===== src/rtl/dmem_lsu.sv =====
// dmem_lsu: one-at-a-time byte/halfword load-store sequencer for a byte-wide sync memory.
// Define LSU_ALIGN_CHK_EN to reject odd-address halfwords with resp_err.
module dmem_lsu #(
  parameter int ADDR_W = 8
) (
  input  logic              clk,
  input  logic              rst_n,
  input  logic              req_valid,
  output logic              req_ready,
  input  logic              req_we,
  input  logic              req_size,
  input  logic [ADDR_W-1:0] req_addr,
  input  logic [15:0]       req_wdata,
  output logic              resp_valid,
  input  logic              resp_ready,
  output logic [15:0]       resp_rdata,
  output logic              resp_err,
  output logic              mem_en,
  output logic              mem_wr_rd_n,
  output logic [ADDR_W-1:0] mem_addr,
  output logic [7:0]        mem_wdata,
  output logic              mem_wdata_oe,
  input  logic [7:0]        mem_rdata
);

  typedef enum logic [2:0] {
    S_IDLE,
    S_ISSUE0,
    S_ISSUE1,
    S_CAP,
    S_RESP
  } state_t;

  state_t r_state;
  state_t w_next;

  logic [ADDR_W-1:0] r_addr;
  logic [15:0]       r_wdata;
  logic              r_we;
  logic              r_size;
  logic [15:0]       r_rdata;
  logic              w_accept;
  logic              w_misalign;
  logic [ADDR_W-1:0] w_addr_hi;

  assign w_accept  = req_valid && (r_state == S_IDLE);
  assign w_addr_hi = r_addr + ADDR_W'(1);

`ifdef LSU_ALIGN_CHK_EN
  logic r_err;
  assign w_misalign = req_size && req_addr[0];
`else
  assign w_misalign = 1'b0;
`endif

  always_ff @(posedge clk) begin
    if (!rst_n) begin
      r_state <= S_IDLE;
    end else begin
      r_state <= w_next;
    end
  end

  always_comb begin
    w_next = r_state;
    unique case (r_state)
      S_IDLE: begin
        if (w_accept) begin
          w_next = w_misalign ? S_RESP : S_ISSUE0;
        end
      end
      S_ISSUE0: begin
        if (r_size) begin
          w_next = S_ISSUE1;
        end else if (r_we) begin
          w_next = S_RESP;
        end else begin
          w_next = S_CAP;
        end
      end
      S_ISSUE1: w_next = r_we ? S_RESP : S_CAP;
      S_CAP:    w_next = S_RESP;
      S_RESP: begin
        if (resp_ready) begin
          w_next = S_IDLE;
        end
      end
      default:  w_next = S_IDLE;
    endcase
  end

  // Read data lands one cycle after each read issue, so byte0 of a
  // halfword is caught in ISSUE1 and the final byte in CAP.
  always_ff @(posedge clk) begin
    if (!rst_n) begin
      r_addr  <= '0;
      r_wdata <= '0;
      r_we    <= 1'b0;
      r_size  <= 1'b0;
      r_rdata <= '0;
`ifdef LSU_ALIGN_CHK_EN
      r_err   <= 1'b0;
`endif
    end else begin
      if (w_accept) begin
        r_addr  <= req_addr;
        r_wdata <= req_wdata;
        r_we    <= req_we;
        r_size  <= req_size;
        r_rdata <= '0;
`ifdef LSU_ALIGN_CHK_EN
        r_err   <= w_misalign;
`endif
      end
      if (r_state == S_ISSUE1 && !r_we) begin
        r_rdata[7:0] <= mem_rdata;
      end
      if (r_state == S_CAP) begin
        if (r_size) begin
          r_rdata[15:8] <= mem_rdata;
        end else begin
          r_rdata[7:0] <= mem_rdata;
        end
      end
    end
  end

  always_comb begin
    req_ready    = 1'b0;
    resp_valid   = 1'b0;
    resp_rdata   = '0;
    resp_err     = 1'b0;
    mem_en       = 1'b0;
    mem_wr_rd_n  = 1'b0;
    mem_addr     = '0;
    mem_wdata    = '0;
    mem_wdata_oe = 1'b0;
    unique case (r_state)
      S_IDLE: req_ready = 1'b1;
      S_ISSUE0: begin
        mem_en       = 1'b1;
        mem_wr_rd_n  = r_we;
        mem_addr     = r_addr;
        mem_wdata    = r_we ? r_wdata[7:0] : 8'h00;
        mem_wdata_oe = r_we;
      end
      S_ISSUE1: begin
        mem_en       = 1'b1;
        mem_wr_rd_n  = r_we;
        mem_addr     = w_addr_hi;
        mem_wdata    = r_we ? r_wdata[15:8] : 8'h00;
        mem_wdata_oe = r_we;
      end
      S_CAP: begin
        mem_en = 1'b0;
      end
      S_RESP: begin
        resp_valid = 1'b1;
        resp_rdata = r_rdata;
`ifdef LSU_ALIGN_CHK_EN
        resp_err   = r_err;
`endif
      end
      default: begin
        req_ready = 1'b0;
      end
    endcase
  end

endmodule


===== config.mk =====
export PLATFORM = sky130hd
export DESIGN_NAME = dmem_lsu
export DESIGN_NICKNAME = d
export VERILOG_FILES = /design/src/rtl/dmem_lsu.sv
export SDC_FILE = /design/constraint.sdc
export NUM_CORES = 1
export LEC_CHECK = 0
export BUFFER_PORTS_ARGS = -buffer_cell sky130_fd_sc_hd__buf_2
export CAP_MARGIN = 0
export CELL_PAD_IN_SITES_DETAIL_PLACEMENT = 1
export CELL_PAD_IN_SITES_GLOBAL_PLACEMENT = 1
export CORE_ASPECT_RATIO = 0.5
export CORE_MARGIN = 2
export CORE_UTILIZATION = 26
export DETAILED_ROUTE_END_ITERATION = 10
export PLACE_DENSITY_LB_ADDON = 0.1
export SLEW_MARGIN = 25
export SYNTH_ARGS = -nofsm -noshare
export SYNTH_HDL_FRONTEND = slang
export SYNTH_SLANG_ARGS = --single-unit
export TNS_END_PERCENT = 5

===== constraint.sdc =====
create_clock -name clk -period 1.6 [get_ports clk]
set_input_delay 0.32 -clock clk [delete_from_list [all_inputs] [get_ports clk]]
set_output_delay 0.32 -clock clk [all_outputs]
set_load 0.005 [all_outputs]

==> impl_metrics.py <==
metrics = {
    "outcome": {
        "status": "finished with violations",
        "violations": "negative setup slack",
    },
    "clock_tree": {
        "cts-buffers-inserted": 5,
        "root_buffer": "clkbuf_16",
        "insertion_delay_ns": 0.29,
        "cts_sinks": 45,
        "cts.path.max_buffers": 2,
        "tritoncts": "yes",
        "cts.reportedPaths.clkPinSlew_ns": 0.07,
        "cts-hold-fix-buffers": 0,
        "ctsHtreeMaxLevel": 2,
    },
    "drt": {
        "drc_errors": 0,
        "ant_nets": 0,
        "viasPerCell": 4.743,
        "drtIter0Drc": 111,
        "routedWlPerCell_microns": 15.86,
        "drtPass1Iterations": 4,
        "totalWireLength_microns": 7948,
        "vias": 2376,
    },
    "sta": {
        "clock.fmax_ghz": 0.5249,
        "final.setup.worst_slack_ns": -0.3050,
        "period_share_pct": 119.1,
        "rsz0062_at_grt": "yes",
        "finalClockSkew_ns": 0.004641,
        "finalMaxSlewViolations": 0,
        "hold_viol_final": 0,
        "finalSetupTns_ns": -4.729,
        "finalSetupViolCount": 33,
        "layout_min_cycle_time_ns": 1.905,
    },
    "grt": {
        "use_met3_pct": 3.994,
        "grt_pass1_wl_microns": 12720,
        "antenna_found_initial": 0,
        "grt-ovfl-total": 0,
        "grtUsageMet2_pct": 27.86,
        "grt_max_degree": 30,
        "grt_use_total_pct": 16.96,
        "grt_pass1_vias": 2574,
        "grt.busiest_layer": "met2",
        "met1_usage_pct": 22.39,
    },
    "worst_setup_path": {
        "worstSetupPathType": "reg2out",
        "worstPathMaxFanout": 3,
        "reg2reg_depth": 5,
        "reg2reg_from": "r_state[1]$_SDFFE_PN0P_",
        "worstPathRequired_ns": 1.28,
        "setup.worst_path.end_class": "output port",
        "r2r_slack_ns": 0.09,
        "regToRegEndpoint": "r_rdata[8]$_SDFF_PN0_",
        "crit_path_start_kind": "register",
        "critPathArrivalTime_ns": 1.58,
    },
    "yosys": {
        "synth_edf_count": 0,
        "yosys-top-cells-area": "dfxtp_1, nand2_1, a21oi_1, and2_1, a22oi_1",
        "synth_cell_type_count": 43,
        "ys_ff_latch": 45,
        "synthFlopType": "dfxtp_1",
        "synthArstFlopShare_pct": 0,
        "yosys.area.top_type_share_pct": 39.19,
        "synth_fp_nets": 337,
        "yosysWarnings": 0,
        "yosysMostFrequentCell": "nand2_1",
        "avgSynthCellArea_sq_um": 7.713,
        "synth_top_area_cell": "dfxtp_1",
        "ys_seq_area_share_pct": 39.19,
        "netlist_top_cells_count": "nand2_1, dfxtp_1, a21oi_1",
        "mappedNetlistArea_sq_um": 2298,
        "postSynthCellCount": 298,
    },
    "placed_design": {
        "place.gp.congestion": 0.8493,
        "dpl.cell_count": 491,
        "portBuffers": 74,
        "dp_hpwl_microns": 5729,
    },
    "run": {
        "drv_cap": 0,
    },
    "floorplanning": {
        "rows": 24,
        "coreArea_sq_um": 8648,
        "dieArea_sq_um": 9654,
        "io_pins": 76,
        "dieWidth_microns": 137.0,
        "start_util_pct": 26.58,
        "die_h_microns": 70.49,
    },
    "power_and_ir_drop": {
        "power_mw": 3.850,
        "p_leak_nw": 1.331,
        "peakVddDrop_uv": 400.5,
        "powerDensity_nw_per_um2": 1216,
    },
    "hold_path": {
        "whs_endpoint": "r_we$_SDFFE_PN0P_",
        "hold_class": "in2reg",
        "holdPathStages": 3,
        "hold_path.startpoint": "req_we",
    },
    "layout": {
        "final_nets": 422,
        "antenna_cells": 0,
        "area_growth_syn_to_layout_pct": 37.72,
        "fillers": 1058,
        "layout.cells.non_filler": 501,
        "drive_gt1_share_pct": 38.02,
    },
}
[flip-flops by register name, summed over array words and instances (netlist names)]
signal / cells
r_wdata: 16
r_state: 3
r_size: 1
r_rdata: 16
r_we: 1
r_addr: 8
[stage by stage]
stage	hold WS [ns]	setup WS [ns]	instance area (sq um)	utilization (%)
6_report	0.2560	-0.3050	3166	36.60
5_1_grt	0.2550	-0.3778	3166	36.60
4_1_cts	0.2508	-0.3260	3122	36.10
3_5_place_dp	0.4481	-0.04473	2887	33.38
3_3_place_gp	0.4429	-0.005038	2887	33.38
2_1_floorplan	0.4360	0.03042	2298	-
[layout by cell type, fill, tap and decap left out, drive strengths merged, types with 2 or more instances in the layout]
cell      n
a21oi    39
a22oi     9
a31oi     3
and2     16
buf     104
clkbuf    5
clkinv    2
dfxtp    45
inv       3
mux2i     2
nand2    83
nand2b    4
nand3    16
nor2     13
nor2b     3
nor3      2
nor3b     3
o211ai    2
o21ai     2
o21bai    2
o22ai     8
or4       2
or4b      2
[repair_timing]
action	in CTS	in global routing
setup endpoints to repair	36	43
pin swaps	4	4
buffers inserted	2	0
resized for setup	23	10
[logic make-up (layout without fill, tap and decap cells)]
logic type      count (synthesis)  count (layout)  synth area share (%)
fa+ha+maj                       1               1                0.5443
compound gates                 70              70                 18.56
mux                             2               2                0.8710
simple gates                  149             149                 32.66
flops                          45              45                 39.19
other cells                     1               1                0.1632
xor+xnor                        1               1                0.3811
buf+inv                        29             115                 7.621
[cell type report]
type / instances / area [sq um] / area share (%)
tap: 117 / 146.4 / 4.624
clock inverter: 3 / 21.27 / 0.6719
timing repair buffer: 104 / 646.9 / 20.43
multi-input combinational: 224 / 1300 / 41.07
inverter: 3 / 11.26 / 0.3557
clock buffer: 5 / 125.1 / 3.953
sequential: 45 / 914.6 / 28.89
[how the worst max path moves through the flow]
stage	slack, ns	start	cells after the start	endpoint
final	-0.30	r_addr[0]$_SDFFE_PN0P_	5	mem_addr[6]
after detailed placement	-0.04	r_addr[0]$_SDFFE_PN0P_	5	mem_addr[6]
after global placement	-0.005	r_addr[0]$_SDFFE_PN0P_	5	mem_addr[6]
after floorplan	0.03	r_addr[0]$_SDFFE_PN0P_	4	mem_addr[6]
after global routing	-0.38	r_addr[1]$_SDFFE_PN0P_	4	mem_addr[7]
after CTS	-0.33	r_addr[0]$_SDFFE_PN0P_	5	mem_addr[6]
[critical path, cell delays in order (launching register included)]
cell	delay, ns
dfxtp_4	0.37
ha_4	0.14
nand3_2	0.08
or4_1	0.40
a31oi_1	0.17
buf_2	0.14
[per-layer routing]
metal / wire length, microns / part of all wire, % / up-vias
met1: 3955 / 50 / 1144
met4: 79 / 0.99 / 0
li1: - / - / 1177
met2: 3577 / 45 / 48
met3: 335 / 4.2 / 7
met5: 0 / 0 / -
[power breakdown]
| part | internal, mW | leakage [nW] | switching (mW) |
|---|---|---|---|
| clock | 0.583 | 0.0702 | 0.485 |
| combinational | 0.611 | 0.890 | 0.775 |
| sequential | 1.28 | 0.371 | 0.121 |
| total | 2.47 | 1.33 | 1.38 |
(Power assumes the default switching activity.)
